$ cat src/rtl/mem_ctrl_arb.sv
// -----------------------------------------------------------------------------
// mem_ctrl_arb
//
// Arbitrates up to four requester channels onto a single byte-wide RAM port.
// A granted request (read or write of 1/2/4/8 bytes, clipped to DATA_W/8) is
// serialised into one byte access per cycle. Read bytes are assembled
// little-endian and presented as a zero-extended word with a one-cycle
// completion pulse. Reads may be aborted by the owning port via cancel_i.
//
// Build option:
//   ARB_ROUND_ROBIN_EN  defined   -> round-robin grant, search starts after the
//                                    last-granted port (pointer reset to 0)
//                       undefined -> fixed priority, lowest index wins
//
// Ports:
//   clk, rst (sync, active high), rdy (global enable, low freezes everything)
//   req_valid_i/req_wr_i/req_addr_i/req_size_i/req_wdata_i  per-port request
//   cancel_i      per-port abort of an in-flight read
//   req_ack_o     one-cycle acceptance pulse (cycle after the grant edge)
//   resp_valid_o  one-cycle completion pulse, resp_port_o = completing port
//   resp_data_o   last completed read data, held until the next read completes
//   ram_din_i     RAM read byte for the address currently driven
//   ram_dout_o, ram_addr_o, ram_wr_o   RAM byte port (all zero outside XFER)
//   busy_o        high while not IDLE
// -----------------------------------------------------------------------------
module mem_ctrl_arb #(
    parameter int NUM_PORTS = 2,
    parameter int ADDR_W    = 32,
    parameter int DATA_W    = 32
) (
    input  logic                        clk,
    input  logic                        rst,
    input  logic                        rdy,
    input  logic [NUM_PORTS-1:0]        req_valid_i,
    input  logic [NUM_PORTS-1:0]        req_wr_i,
    input  logic [NUM_PORTS*ADDR_W-1:0] req_addr_i,
    input  logic [NUM_PORTS*2-1:0]      req_size_i,
    input  logic [NUM_PORTS*DATA_W-1:0] req_wdata_i,
    input  logic [NUM_PORTS-1:0]        cancel_i,
    output logic [NUM_PORTS-1:0]        req_ack_o,
    output logic                        resp_valid_o,
    output logic [1:0]                  resp_port_o,
    output logic [DATA_W-1:0]           resp_data_o,
    input  logic [7:0]                  ram_din_i,
    output logic [7:0]                  ram_dout_o,
    output logic [ADDR_W-1:0]           ram_addr_o,
    output logic                        ram_wr_o,
    output logic                        busy_o
);

    localparam int MAX_BYTES = DATA_W / 8;

    typedef enum logic [1:0] {
        IDLE = 2'd0,
        XFER = 2'd1,
        GAP  = 2'd2
    } state_t;

    state_t               state_q, state_d;
    logic [1:0]           port_q, port_d;
    logic                 wr_q, wr_d;
    logic [ADDR_W-1:0]    addr_q, addr_d;
    logic [DATA_W-1:0]    wdata_q, wdata_d;
    logic [2:0]           cnt_q, cnt_d;
    logic [2:0]           last_q, last_d;
    logic [DATA_W-1:0]    rbuf_q, rbuf_d;
    logic [DATA_W-1:0]    resp_data_q, resp_data_d;
    logic                 resp_valid_q, resp_valid_d;
    logic [1:0]           resp_port_q, resp_port_d;
    logic [NUM_PORTS-1:0] ack_q, ack_d;

    // Per-port vectors widened to four entries so a 2-bit port index always
    // selects in range whatever NUM_PORTS is.
    logic [3:0] valid_ext, wr_ext, cancel_ext;
    assign valid_ext  = 4'(req_valid_i);
    assign wr_ext     = 4'(req_wr_i);
    assign cancel_ext = 4'(cancel_i);

    logic [1:0] grant;
    logic [1:0] grant_size;
    logic [3:0] grant_bytes;
    logic [2:0] grant_last;

`ifdef ARB_ROUND_ROBIN_EN
    logic [1:0] ptr_q, ptr_d;

    // Walk from farthest to nearest candidate after the pointer so the
    // nearest requesting port is the last assignment and wins.
    always_comb begin
        grant = ptr_q;
        for (int i = NUM_PORTS; i >= 1; i--) begin
            if (valid_ext[2'((int'(ptr_q) + i) % NUM_PORTS)]) begin
                grant = 2'((int'(ptr_q) + i) % NUM_PORTS);
            end
        end
    end
`else
    always_comb begin
        grant = '0;
        for (int i = NUM_PORTS - 1; i >= 0; i--) begin
            if (valid_ext[2'(i)]) begin
                grant = 2'(i);
            end
        end
    end
`endif

    // Byte count of the granted request minus one, clipped to the data width.
    always_comb begin
        grant_size  = req_size_i[int'(grant)*2 +: 2];
        grant_bytes = 4'd1 << grant_size;
        if (int'(grant_bytes) > MAX_BYTES) begin
            grant_last = 3'(MAX_BYTES - 1);
        end else begin
            grant_last = 3'(grant_bytes - 4'd1);
        end
    end

    always_comb begin
        state_d      = state_q;
        port_d       = port_q;
        wr_d         = wr_q;
        addr_d       = addr_q;
        wdata_d      = wdata_q;
        cnt_d        = cnt_q;
        last_d       = last_q;
        rbuf_d       = rbuf_q;
        resp_data_d  = resp_data_q;
        resp_port_d  = resp_port_q;
        resp_valid_d = 1'b0;
        ack_d        = '0;
`ifdef ARB_ROUND_ROBIN_EN
        ptr_d        = ptr_q;
`endif
        case (state_q)
            // GAP's exit edge also arbitrates, so a waiting request can be
            // accepted one cycle after completion instead of two.
            IDLE, GAP: begin
                state_d = IDLE;
                if (|req_valid_i) begin
                    state_d = XFER;
                    port_d  = grant;
                    wr_d    = wr_ext[grant];
                    addr_d  = req_addr_i[int'(grant)*ADDR_W +: ADDR_W];
                    wdata_d = req_wdata_i[int'(grant)*DATA_W +: DATA_W];
                    cnt_d   = '0;
                    last_d  = grant_last;
                    rbuf_d  = '0;
                    for (int i = 0; i < NUM_PORTS; i++) begin
                        ack_d[i] = (grant == 2'(i));
                    end
`ifdef ARB_ROUND_ROBIN_EN
                    ptr_d   = grant;
`endif
                end
            end
            XFER: begin
                if (!wr_q && cancel_ext[port_q]) begin
                    state_d = GAP;
                end else begin
                    if (!wr_q) begin
                        rbuf_d[int'(cnt_q)*8 +: 8] = ram_din_i;
                    end
                    if (cnt_q == last_q) begin
                        state_d      = GAP;
                        resp_valid_d = 1'b1;
                        resp_port_d  = port_q;
                        if (!wr_q) begin
                            resp_data_d = rbuf_d;
                        end
                    end else begin
                        cnt_d = cnt_q + 3'd1;
                    end
                end
            end
            default: state_d = IDLE;
        endcase
    end

    always_ff @(posedge clk) begin
        if (rst) begin
            state_q      <= IDLE;
            port_q       <= '0;
            wr_q         <= 1'b0;
            addr_q       <= '0;
            wdata_q      <= '0;
            cnt_q        <= '0;
            last_q       <= '0;
            rbuf_q       <= '0;
            resp_data_q  <= '0;
            resp_port_q  <= '0;
            resp_valid_q <= 1'b0;
            ack_q        <= '0;
`ifdef ARB_ROUND_ROBIN_EN
            ptr_q        <= '0;
`endif
        end else if (rdy) begin
            state_q      <= state_d;
            port_q       <= port_d;
            wr_q         <= wr_d;
            addr_q       <= addr_d;
            wdata_q      <= wdata_d;
            cnt_q        <= cnt_d;
            last_q       <= last_d;
            rbuf_q       <= rbuf_d;
            resp_data_q  <= resp_data_d;
            resp_port_q  <= resp_port_d;
            resp_valid_q <= resp_valid_d;
            ack_q        <= ack_d;
`ifdef ARB_ROUND_ROBIN_EN
            ptr_q        <= ptr_d;
`endif
        end
    end

    assign req_ack_o    = ack_q;
    assign resp_valid_o = resp_valid_q;
    assign resp_port_o  = resp_port_q;
    assign resp_data_o  = resp_data_q;
    assign busy_o       = (state_q != IDLE);
    assign ram_addr_o   = (state_q == XFER) ? addr_q + ADDR_W'(cnt_q) : '0;
    assign ram_wr_o     = (state_q == XFER) && wr_q;
    assign ram_dout_o   = (state_q == XFER) ? wdata_q[int'(cnt_q)*8 +: 8] : 8'd0;

endmodule

$ cat config.mk
export PLATFORM = sky130hd
export DESIGN_NAME = mem_ctrl_arb
export DESIGN_NICKNAME = d
export VERILOG_FILES = /design/src/rtl/mem_ctrl_arb.sv
export SDC_FILE = /design/constraint.sdc
export NUM_CORES = 1
export LEC_CHECK = 0
export BUFFER_PORTS_ARGS = -buffer_cell sky130_fd_sc_hd__buf_2
export CAP_MARGIN = 25
export CORE_ASPECT_RATIO = 2
export CORE_MARGIN = 2
export CORE_UTILIZATION = 52
export CTS_CLUSTER_SIZE = 20
export DETAILED_ROUTE_END_ITERATION = 8
export GPL_TIMING_DRIVEN = 0
export PLACE_DENSITY = 0.84
export SLEW_MARGIN = 40
export SYNTH_ARGS = -nofsm -noshare
export SYNTH_HDL_FRONTEND = slang
export SYNTH_SLANG_ARGS = --single-unit
$ cat constraint.sdc
create_clock -name clk -period 3.8 [get_ports clk]
set_input_delay 1.14 -clock clk [delete_from_list [all_inputs] [get_ports clk]]
set_output_delay 1.14 -clock clk [all_outputs]
set_load 0.1 [all_outputs]
==> Yosys cells after proc, flatten, opt, wreduce, memory -nomap -nowiden <==
Index checks and enable logic that the tools add are counted.
{ "totals": {"latchBits": 0, "word_cells": 78, "register_bits": 144, "ramBits": 0, "in_bits": 149, "output_inout_bits": 79, "rom_bits": 0, "mem_count": 0} }
{ "op_classes": {"addsub": 4, "n_shift": 7, "order_cmp": 3, "bitwise": 2, "n_div": 0, "n_mul": 0, "n_eq_ne": 8, "reduce_logical": 15, "mux": 27} }
{ "ops": {"columns": ["op", "n"], "rows": [
  ["two-way mux 32 bit", 4],
  ["indexed part select 64 x 8 -> 32 bit", 2],
  ["one-hot mux 32 bit (2 select lines)", 1],
  ["negator 6 -> 33 bit", 1],
  ["variable shift 8 x 33 -> 32 bit (first input constant)", 1],
  ["indexed part select 8 x 33 -> 32 bit", 1],
  ["adder 32 x 3 -> 32 bit", 1],
  ["bitwise mux 32 bit", 1],
  ["indexed part select 32 x 7 -> 8 bit", 1],
  ["two-way mux 3 bit", 4],
  ["two-way mux 2 bit", 5],
  ["AND reduction 5 bit", 2],
  ["two-way mux 8 bit", 1],
  ["AND reduction 4 bit", 2],
  ["two-way mux 1 bit", 7],
  ["< comparator 2 x 3 -> 1 bit (second input constant)", 2],
  ["inequality test 2 bit (second input constant)", 3],
  ["one-hot mux 3 bit (2 select lines)", 1],
  ["binary-select mux 1 bit (select 2 bit)", 2],
  ["== test 2 x 1 -> 1 bit (second input constant)", 2],
  ["> comparator 4 x 3 -> 1 bit (second input constant)", 1],
  ["logical NOT 2 bit", 2],
  ["one-hot mux 2 bit (2 select lines)", 1],
  ["nonzero test 2 bit", 2],
  ["13 further kinds", 16]
]} }

==> Depth between registers and ports, before layout <==
Gate-level depths: netlist of the first run.
{ "depth": {"depth_word": 6, "ltp_mapped": 10, "depth_no_buf": 8} }

==> Worst setup path after synthesis of the first run <==
Ideal clock, no wire load.
{ "synth_path": {"path_type": "register to output", "start": "reg cnt_q[1]", "end": "out ram_addr_o[16]", "path_buffers": 2, "required_ns": 2.660, "setup_slack_ns": -1.010, "stages_incl_launch_ff": 9, "arrival_time_ns": 3.670, "cell_sequence": "dfxtp_1 > buf_1 > inv_1 > fa_1 > nor2b_1 > o2111ai_1 > clkbuf_1 > or3_1 > a21oi_1"} }
{ "synth_between": {"elab_chain_cells": 2} }
{ "synth_lines": {"columns": ["item", "line", "rtl"], "rows": [
  ["start: declaration", "64", "logic [2:0] cnt_q, cnt_d;"],
  ["start signal: assignment", "203", "cnt_q <= cnt_d;"],
  ["adder 32 x 3 -> 32 bit", "221", "assign ram_addr_o = (state_q == XFER) ? addr_q + ADDR_W'(cnt_q) : '0;"],
  ["two-way mux 32 bit", "221", null],
  ["end: declaration", "46", "output logic [ADDR_W-1:0] ram_addr_o,"]
]} }
Every way passes these cells.

==> Worst setup path in the final report of the first run <==
{ "layout_path": {"start": "reg cnt_q[0]", "end": "out ram_addr_o[28]"} }
The elaborated chain is that of the path after synthesis.

==> out/summary.txt, run 1 <==
share of the synthesized area in the top cell type: 38.5%
fin area: 9870 µm²
R2R Path Start: cnt_q[1]$_SDFFE_PP0P_
Fmax: 262 MHz
area grow syn2layout: 33.6%
total nets after synthesis: 1001
endpoints failing hold: 0
Peak VDD IR: 0.331 mV
Synth Area per Inst: 8.77 µm²
layout cell share with drive strength beyond 1: 33.5%
Layout Nets: 1253
filler cell count in the final layout: 1137
Boundary Pins: 228
Synth async-reset ratio: 0%
starting density of the core: 53.1%
status: complete, but fails checks
post-synth cell types: 54
CTS buffer count: 17
routability cong.: 0.888
drc violations: 0
r2r setup slk: 0.94 ns
Max-slew headroom: 42.1%
final setup skew: 0.0114 ns
Slew @ Worst Pin: 0.868 ns
crit path capture type: primary output
Setup TNS: -0.0169 ns
count leader, synth: dfxtp_1
Worst Path Max Fanout: 6
r2r endpoint: rbuf_q[1]$_SDFFE_PP0P_
Warnings, synthesis: 0
Root Driver: clkbuf_16
violated checks: setup timing
total track usage: 31.6%
proportion of power drawn by the clock network: 40.9%
CTS Hold Bufs: 0
CP Class: flop to primary output
Final HPWL DP: 17900 µm
core area: 13900 µm²
cell internal pwr: 0.00277 W
Worst Setup Slack, final: -0.0169 ns
leading area contributor after synthesis: dfxtp_1
mapped cell area: 7380 µm²
HP Class: flop to flop
post-route ant nets: 0
ys flop type: dfxtp_1
Vias: 7542
Final Setup Violations: 1
sequential share of power: 41.0%
vias per cell: 5.82
largest cells by area after synthesis: dfxtp_1, mux2i_1, a211oi_1
H-tree Lvls: 4
Clock Sinks: 142
CTS tree: done
switch share: 30.3%
Critical Path Start Type: flop
LEAKAGE: 3.93 nW
antenna violations before repair: 0
Syn Inst Count: 842
first-pass GRT wire length: 37300 µm
Pre-Repair DR Iteration Count: 5
required time worst endpoint: 2.66 ns
Core Rows: 61
clock-pin slew on the worst setup and hold paths: 0.06 ns
die width: 88.3 µm
Power Density: 403 nW/µm²
period utilisation layout: 100%
Hold EP: rbuf_q[27]$_SDFFE_PP0P_
Final Slew Violations: 0
Starting DRT DRC Count: 453
RSZ-0062 raised after global routing: yes
number of max-cap violations: 0
Ant. Diodes: 0
port bufs: 225
clock period minus worst slack: 3.82 ns
die span in y: 173 µm
total grt overflow: 0
dpl cell area: 8890 µm²
die footprint: 15200 µm²
number of global-route vias before repair: 7646
dpl ws: -0.415 ns
Net Switching: 0.00120 W
#FFs+latches synth: 142
largest net degree at the start of global routing: 17
clk_lat worst skew: 0.43 ns
Post-Route WL: 24400 µm
EDFF count, synth: 0
most instantiated cells after synthesis: dfxtp_1, nor2_1, mux2i_1
Worst EP arrival: 2.68 ns
FF-to-FF path depth: 11
hold path depth: 2
Wirelength per Cell: 18.9 µm
post-synthesis sequential area ratio: 38.5%
Comb pwr share: 18.1%
hold wc startpoint: rbuf_q[27]$_SDFFE_PP0P_
Longest Clk Path Bufs: 2
[cell usage in the layout (no fill, tap or decap), types with 8 or more instances in the layout]
cell type  synthesis  routed
a211oi_2           8       8
inv_1             17      15
clkbuf_16          0      17
xor2_1             8       8
dfxtp_1          142     139
mux2i_1          101     101
nand2b_1           9       9
buf_2             16     220
a22o_1            16      16
buf_4              1      17
xnor2_1           16      13
a21oi_1           31      23
and3_1            10      10
clkbuf_1          38      30
o21ai_0           25      25
nand3_1           23      23
buf_12             0       8
ha_1               9       8
buf_6              5       9
nor2_1           133     112
nor2_2             0      15
o32ai_1            9       9
nand2_1           67      67
mux4_2             8       8
a211oi_1          67      67
[flip-flops by register name, indices dropped and copies added (netlist names), 2 cells and up]
register,flops
wdata_q,32
req_ack_o,2
addr_q,32
last_q,3
rbuf_q,32
cnt_q,3
state_q,2
resp_data_o,32
[power groups by stage]
| stage | clock network, W | registers [W] | logic (W) |
|---|---|---|---|
| 2_1_floorplan | 0 | 0.00166 | 0.000457 |
| 3_3_place_gp | 0 | 0.00165 | 0.000676 |
| 3_5_place_dp | 0 | 0.00166 | 0.000690 |
| 4_1_cts | 0.00163 | 0.00162 | 0.000706 |
| 5_1_grt | 0.00169 | 0.00164 | 0.000767 |
| 6_report | 0.00162 | 0.00163 | 0.000721 |
[layout make-up]
cell class | instances | area (µm²) | share of cell area [%]
Timing Repair Buffer | 233 | 1340 | 13.6
Clock inverter | 14 | 143 | 1.45
Buffer | 68 | 357 | 3.61
Tap cell | 189 | 236 | 2.40
Clock buffer | 17 | 425 | 4.31
Inverter | 17 | 67.6 | 0.685
Multi-Input combinational cell | 615 | 4440 | 45.0
Sequential cell | 142 | 2850 | 28.9
[cells by family after synthesis]
group | synth area share [%]
AO/OA/AOI/OAI | 15.9
XOR/XNOR | 2.85
adder cells (fa/ha/maj) | 1.80
buffers and inverters | 5.17
flip-flops | 38.5
multiplexers | 16.3
other | 0.0508
AND/OR/NAND/NOR | 19.4
[through the flow]
stage          cells  util, %  hold slack, ns  power (W)
6_report        1295     71.0           0.451    0.00397
5_1_grt         1295     71.0           0.469    0.00409
4_1_cts         1292     69.8           0.452    0.00396
3_5_place_dp    1257     64.0           0.444    0.00235
3_3_place_gp    1256     63.9           0.437    0.00233
2_1_floorplan    842        -           0.432    0.00212
[critical path: stages, from the launching register on]
cell and delay, ns:
dfxtp_4 0.38, ha_4 0.15, inv_2 0.04, fa_2 0.37
nor2b_4 0.16, o2111ai_4 0.20, nor4_2 0.40, xnor2_1 0.19
nor2_4 0.12, buf_6 0.23
[what timing repair did]
item                                    4_1_cts  5_1_grt
resized for setup                            59       41
buffers inserted                              3        3
gates cloned                                  1        0
endpoints found under the setup margin       29       25
pin swaps                                     2        6
[worst max-delay path by stage]
| stage | startpoint | end | cells after the start |
|---|---|---|---|
| after floorplan | cnt_q[1]$_SDFFE_PP0P_ | ram_addr_o[2] | 5 |
| after global placement | cnt_q[1]$_SDFFE_PP0P_ | ram_addr_o[16] | 9 |
| after detailed placement | cnt_q[1]$_SDFFE_PP0P_ | ram_addr_o[18] | 10 |
| after CTS | cnt_q[1]$_SDFFE_PP0P_ | ram_addr_o[16] | 9 |
| after global routing | cnt_q[1]$_SDFFE_PP0P_ | ram_addr_o[28] | 9 |
| final | cnt_q[0]$_SDFFE_PP0P_ | ram_addr_o[28] | 9 |
[per-layer routing]
layer  share of wire (%)  GRT usage [%]  vias to the layer above
met5                   0              0                        -
li1                    -              -                     3509
met4                 6.3           19.3                        0
met2                  56           59.3                      378
met1                  32           29.9                     3538
met3                 5.4           5.18                      117
Note: power is estimated with default switching activity, not from simulation.
==> run 2: changes to the inputs <==
--- a/config.mk
+++ b/config.mk
@@ -8,7 +8,6 @@
 export BUFFER_PORTS_ARGS = -buffer_cell sky130_fd_sc_hd__buf_2
 export CAP_MARGIN = 25
 export CORE_ASPECT_RATIO = 2
-export CORE_MARGIN = 2
 export CORE_UTILIZATION = 52
 export CTS_CLUSTER_SIZE = 20
 export DETAILED_ROUTE_END_ITERATION = 8
==> out/summary.txt, run 2 (same netlist as run 1, synthesis figures left out) <==
Fmax: 253 MHz (was 262 MHz)
largest net degree at the start of global routing: 17 (unchanged)
vias per cell: 5.87 (was 5.82)
Worst Setup Slack, final: -0.149 ns (was -0.0169 ns)
Final HPWL DP: 17700 µm (was 17900 µm)
HP Class: flop to flop (unchanged)
endpoints failing hold: 0 (unchanged)
commonest non-fill, non-tap cell in the layout: buf_2 (unchanged)
dpl ws: -0.448 ns (was -0.415 ns)
Slew @ Worst Pin: 0.896 ns (was 0.868 ns)
status: complete, but fails checks (unchanged)
port bufs: 225 (unchanged)
die width: 86.3 µm (was 88.3 µm)
CTS buffer count: 17 (unchanged)
Clock Sinks: 142 (unchanged)
Pre-Repair DR Iteration Count: 6 (was 5)
Vias: 7594 (was 7542)
dpl cell area: 8880 µm² (was 8890 µm²)
total grt overflow: 0 (unchanged)
filler cell count in the final layout: 1085 (was 1137)
Core Rows: 61 (unchanged)
r2r setup slk: 0.93 ns (was 0.94 ns)
dpl cells: 1256 (was 1257)
Wirelength per Cell: 18.9 µm (about the same)
Post-Route WL: 24500 µm (was 24400 µm)
Final Setup Violations: 2 (was 1)
Worst EP arrival: 2.81 ns (was 2.68 ns)
Starting DRT DRC Count: 403 (was 453)
Worst Path Max Fanout: 6 (unchanged)
starting density of the core: 53.1% (unchanged)
clock period minus worst slack: 3.95 ns (was 3.82 ns)
core area: 13900 µm² (unchanged)
first-pass GRT wire length: 36400 µm (was 37300 µm)
Ant. Diodes: 0 (unchanged)
post-route ant nets: 0 (unchanged)
die footprint: 14700 µm² (was 15200 µm²)
RSZ-0062 raised after global routing: yes (unchanged)
Layout Nets: 1252 (was 1253)
Peak VDD IR: 0.316 mV (was 0.331 mV)
final setup skew: 0.0116 ns (was 0.0114 ns)
Power Density: 412 nW/µm² (was 403 nW/µm²)
Longest Clk Path Bufs: 2 (unchanged)
Final Slew Violations: 0 (unchanged)
antenna violations before repair: 0 (unchanged)
most frequent cells in the layout: buf_2, dfxtp_1, nor2_1, mux2i_1 (unchanged)
Boundary Pins: 228 (unchanged)
clk_lat worst skew: 0.43 ns (about the same)
number of global-route vias before repair: 7510 (was 7646)
layout cell share with drive strength beyond 1: 33.3% (was 33.5%)
total track usage: 32.3% (was 31.6%)
H-tree Lvls: 4 (unchanged)
Max-slew headroom: 40.3% (was 42.1%)
area grow syn2layout: 33.4% (was 33.6%)
LEAKAGE: 3.90 nW (was 3.93 nW)
CP Class: flop to primary output (unchanged)
period utilisation layout: 104% (was 100%)
clock-pin slew on the worst setup and hold paths: 0.06 ns (about the same)
Non-Filler Instances: 1294 (was 1295)
required time worst endpoint: 2.66 ns (about the same)
Root Driver: clkbuf_16 (unchanged)
crit path capture type: primary output (unchanged)
fin area: 9850 µm² (was 9870 µm²)
die span in y: 171 µm (was 173 µm)
number of max-cap violations: 0 (unchanged)
violated checks: setup timing (unchanged)
Critical Path Start Type: flop (unchanged)
routability cong.: 0.889 (was 0.888)
WHS: 0.453 ns (was 0.451 ns)
CTS tree: done (unchanged)
drc violations: 0 (unchanged)
## run 2: layout make-up
cell class | count | area, µm² | share of cell area [%]
multi-input cells | 615 | 4410 | 44.8
flip-flops and latches | 142 | 2850 | 29.0
repair buffers | 232 | 1330 | 13.5
clock buffers | 18 | 429 | 4.36
plain buffers | 68 | 354 | 3.60
well taps | 189 | 236 | 2.40
clock inverters | 13 | 165 | 1.68
inverters | 17 | 67.6 | 0.686
## run 2: what timing repair did
| action | CTS | global route |
|---|---|---|
| hold buffers | 0 | 0 |
| gates cloned | 1 | 0 |
| resized for setup | 59 | 35 |
| buffers inserted | 4 | 2 |
| pin swaps | 3 | 7 |
| setup endpoints to repair | 29 | 28 |
## run 2: layer usage
metal / share of wire [%] / vias to the layer above / track usage, % / routed length (µm)
met3: 5.0 / 125 / 5.64 / 1230
li1: - / 3505 / - / -
met1: 33 / 3600 / 29.3 / 7970
met2: 55 / 364 / 62.4 / 13500
met4: 7.3 / 0 / 22.8 / 1780
met5: 0 / - / 0 / 0
## run 2: where the power goes
| part | switching (W) | internal (W) |
|---|---|---|
| logic | 0.000475 | 0.000246 |
| registers | 0.0000686 | 0.00156 |
| clock network | 0.000678 | 0.00103 |
| total | 0.00122 | 0.00284 |
## run 2: final timing paths
path / from / endpoint / cells after the start
setup reg to reg: cnt_q[0]$_SDFFE_PP0P_ / rbuf_q[0]$_SDFFE_PP0P_ / 10
setup / recovery: cnt_q[1]$_SDFFE_PP0P_ / ram_addr_o[28] / 9
hold / removal: rbuf_q[30]$_SDFFE_PP0P_ / rbuf_q[30]$_SDFFE_PP0P_ / 2
hold reg to reg: rbuf_q[30]$_SDFFE_PP0P_ / rbuf_q[30]$_SDFFE_PP0P_ / 2
## run 2: worst max-delay path: stages, from the launching register on
cell        delay, ns
dfxtp_4          0.37
buf_8            0.11
clkinvlp_4       0.10
fa_2             0.39
nor2b_4          0.16
o2111ai_4        0.18
nor4_1           0.43
xnor2_1          0.26
nor2_4           0.14
buf_6            0.23
## run 2: stage by stage
step	utilization [%]	power, W	setup TNS (ns)
5_1_grt	70.9	0.00417	-0.742
3_3_place_gp	63.9	0.00233	-4.82
3_5_place_dp	63.9	0.00234	-4.79
4_1_cts	69.9	0.00403	-0.203
6_report	70.9	0.00406	-0.183
2_1_floorplan	-	0.00212	-0.895
==> run 3: changes to the inputs <==
--- a/config.mk
+++ b/config.mk
@@ -8,11 +8,11 @@
 export BUFFER_PORTS_ARGS = -buffer_cell sky130_fd_sc_hd__buf_2
 export CAP_MARGIN = 25
 export CORE_ASPECT_RATIO = 2
-export CORE_UTILIZATION = 52
+export CORE_UTILIZATION = 47
 export CTS_CLUSTER_SIZE = 20
 export DETAILED_ROUTE_END_ITERATION = 8
 export GPL_TIMING_DRIVEN = 0
-export PLACE_DENSITY = 0.84
+export PLACE_DENSITY = 0.8
 export SLEW_MARGIN = 40
 export SYNTH_ARGS = -nofsm -noshare
 export SYNTH_HDL_FRONTEND = slang
==> constraint.sdc (replaced) <==
create_clock -name clk -period 3.6 [get_ports clk]
set_input_delay 1.08 -clock clk [delete_from_list [all_inputs] [get_ports clk]]
set_output_delay 1.08 -clock clk [all_outputs]
set_load 0.1 [all_outputs]
==> out/summary.txt, run 3 (same netlist as run 1, synthesis figures left out) <==
LEAKAGE: 3.96 nW (was 3.90 nW)
RSZ-0062 raised after global routing: yes (unchanged)
Root Driver: clkbuf_16 (unchanged)
die span in y: 179 µm (was 171 µm)
number of max-cap violations: 0 (unchanged)
CP Class: flop to primary output (unchanged)
H-tree Lvls: 4 (unchanged)
Final Slew Violations: 0 (unchanged)
Worst Setup Slack, final: -0.0953 ns (was -0.149 ns)
clock-pin slew on the worst setup and hold paths: 0.06 ns (about the same)
Worst EP arrival: 2.62 ns (was 2.81 ns)
Boundary Pins: 228 (unchanged)
Starting DRT DRC Count: 395 (was 403)
routability cong.: 0.856 (was 0.889)
Worst Path Max Fanout: 5 (was 6)
crit path capture type: primary output (unchanged)
Pre-Repair DR Iteration Count: 8 (was 6)
Max-slew headroom: 46.4% (was 40.3%)
final setup skew: 0.00738 ns (was 0.0116 ns)
CTS tree: done (unchanged)
endpoints failing hold: 0 (unchanged)
R2R Path Start: cnt_q[0]$_SDFFE_PP0P_ (unchanged)
Critical Path Start Type: flop (unchanged)
most frequent CP cell: buf_12
violated checks: setup timing (unchanged)
commonest non-fill, non-tap cell in the layout: buf_2 (unchanged)
largest net degree at the start of global routing: 17 (unchanged)
layout cell share with drive strength beyond 1: 34.6% (was 33.3%)
Longest Clk Path Bufs: 2 (unchanged)
Core Rows: 64 (was 61)
die footprint: 16200 µm² (was 14700 µm²)
required time worst endpoint: 2.52 ns (was 2.66 ns)
Final Setup Violations: 4 (was 2)
dpl cells: 1265 (was 1256)
area grow syn2layout: 35.6% (was 33.4%)
period utilisation layout: 103%
most frequent cells in the layout: buf_2, dfxtp_1, nor2_1, mux2i_1 (unchanged)
Fmax: 271 MHz
first-pass GRT wire length: 36800 µm (was 36400 µm)
Setup TNS: -0.293 ns (was -0.183 ns)
filler cell count in the final layout: 1252 (was 1085)
total grt overflow: 0 (unchanged)
Vias: 7511 (was 7594)
Clock Sinks: 142 (unchanged)
WHS: 0.452 ns (was 0.453 ns)
hold wc startpoint: rbuf_q[30]$_SDFFE_PP0P_ (unchanged)
CTS buffer count: 17 (unchanged)
clock period minus worst slack: 3.70 ns
port bufs: 225 (unchanged)
Tot Pwr: 0.00412 W (was 0.00406 W)
total track usage: 29.4% (was 32.3%)
core area: 15300 µm² (was 13900 µm²)
Layout Nets: 1253 (was 1252)
clk_lat worst skew: 0.43 ns (about the same)
number of global-route vias before repair: 7372 (was 7510)
Power Density: 412 nW/µm² (about the same)
Final HPWL DP: 18000 µm (was 17700 µm)
antenna violations before repair: 1 (was 0)
drc violations: 0 (unchanged)
CTS Hold Bufs: 0 (unchanged)
die width: 90.6 µm (was 86.3 µm)
Wirelength per Cell: 18.9 µm (about the same)
Ant. Diodes: 0 (unchanged)
CP Cell Sequence: ha_4, inv_2, fa_2, nor2b_4, o2111ai_4, buf_8, buf_12, nor3_4, xnor2_2, nor2_4, buf_12 (was buf_8, clkinvlp_4, fa_2, nor2b_4, o2111ai_4, nor4_1, xnor2_1, nor2_4, buf_6)
max incr delay on CP: 0.36 ns (was 0.43 ns)
status: complete, but fails checks (unchanged)
HP Class: flop to flop (unchanged)
post-route ant nets: 0 (unchanged)
starting density of the core: 48.3% (was 53.1%)
CP max-delay cell: dfxtp_4 (was nor4_1)
Peak VDD IR: 0.359 mV (was 0.316 mV)
CP startpoint: addr_q[0]$_SDFFE_PP0P_ (was cnt_q[1]$_SDFFE_PP0P_)
Slew @ Worst Pin: 0.804 ns (was 0.896 ns)
Non-Filler Instances: 1304 (was 1294)
Post-Route WL: 24700 µm (was 24500 µm)
vias per cell: 5.76 (was 5.87)
## run 3: cell count changes in the layout (fill, tap and decap cells not counted), moves of 4 or more
cell and change:
buf_12 +4, clkinv_2 +4, clkinv_4 -4, nor2_2 -4
nor2_4 +4, xnor2_1 -4, xnor2_2 +4
## run 3: cell type report
type / count / area [µm²] / share of cell area [%]
flip-flops and latches: 142 / 2860 / 28.5
clock buffers: 19 / 443 / 4.42
plain buffers: 68 / 359 / 3.59
clock inverters: 12 / 96.3 / 0.962
multi-input cells: 615 / 4540 / 45.3
inverters: 17 / 66.3 / 0.662
well taps: 198 / 248 / 2.47
repair buffers: 233 / 1400 / 14.0
## run 3: path summary, 6_finish.rpt
| kind | end | slack [ns] | depth (start not counted) |
|---|---|---|---|
| worst min register to register | rbuf_q[30]$_SDFFE_PP0P_ | 0.45 | 2 |
| worst max register to register | rbuf_q[5]$_SDFFE_PP0P_ | 0.78 | 10 |
| worst max-delay path | ram_addr_o[22] | -0.1 | 11 |
| worst min-delay path | rbuf_q[30]$_SDFFE_PP0P_ | 0.45 | 2 |
## run 3: where the power goes
group          switching [W]  total (W)  internal [W]
sequential         0.0000735    0.00172       0.00165
combinational       0.000505   0.000772      0.000267
clock               0.000673    0.00163      0.000955
total                0.00125    0.00412       0.00287
## run 3: metrics by stage
stage,setup slack [ns],util [%],instance area (µm²)
floorplan,-0.160,-,7570
global placement,-0.622,58.5,8940
detailed placement,-0.613,58.5,8950
CTS,-0.103,64.6,9870
global route,-0.140,65.5,10000
finish,-0.0953,65.5,10000
## run 3: worst max-delay path, delay by kind of cell, from the launching register on
| family | cells | cell delay, ns |
|---|---|---|
| flip-flops | 1 | 0.36 |
| AO/OA/AOI/OAI | 1 | 0.17 |
| XOR/XNOR | 1 | 0.12 |
| AND/OR/NAND/NOR | 3 | 0.50 |
| adder cells (fa/ha/maj) | 2 | 0.50 |
| buffers and inverters | 4 | 0.53 |
## run 3: per-layer routing
metal | vias up | part of all wire (%) | wire [µm] | track usage (%)
met1 | 3512 | 32 | 7930 | 26.6
met4 | 2 | 7.3 | 1800 | 22.8
met3 | 127 | 5.9 | 1460 | 6.06
met2 | 360 | 55 | 13500 | 56.2
li1 | 3510 | - | - | -
met5 | - | 0.045 | 11 | 0
## run 3: what timing repair did
| item | 4_1_cts | 5_1_grt |
|---|---|---|
| endpoints found under the setup margin | 33 | 30 |
| setup buffers | 4 | 3 |
| resized for setup | 95 | 30 |
| pin swaps | 9 | 9 |
| cloned | 1 | 0 |
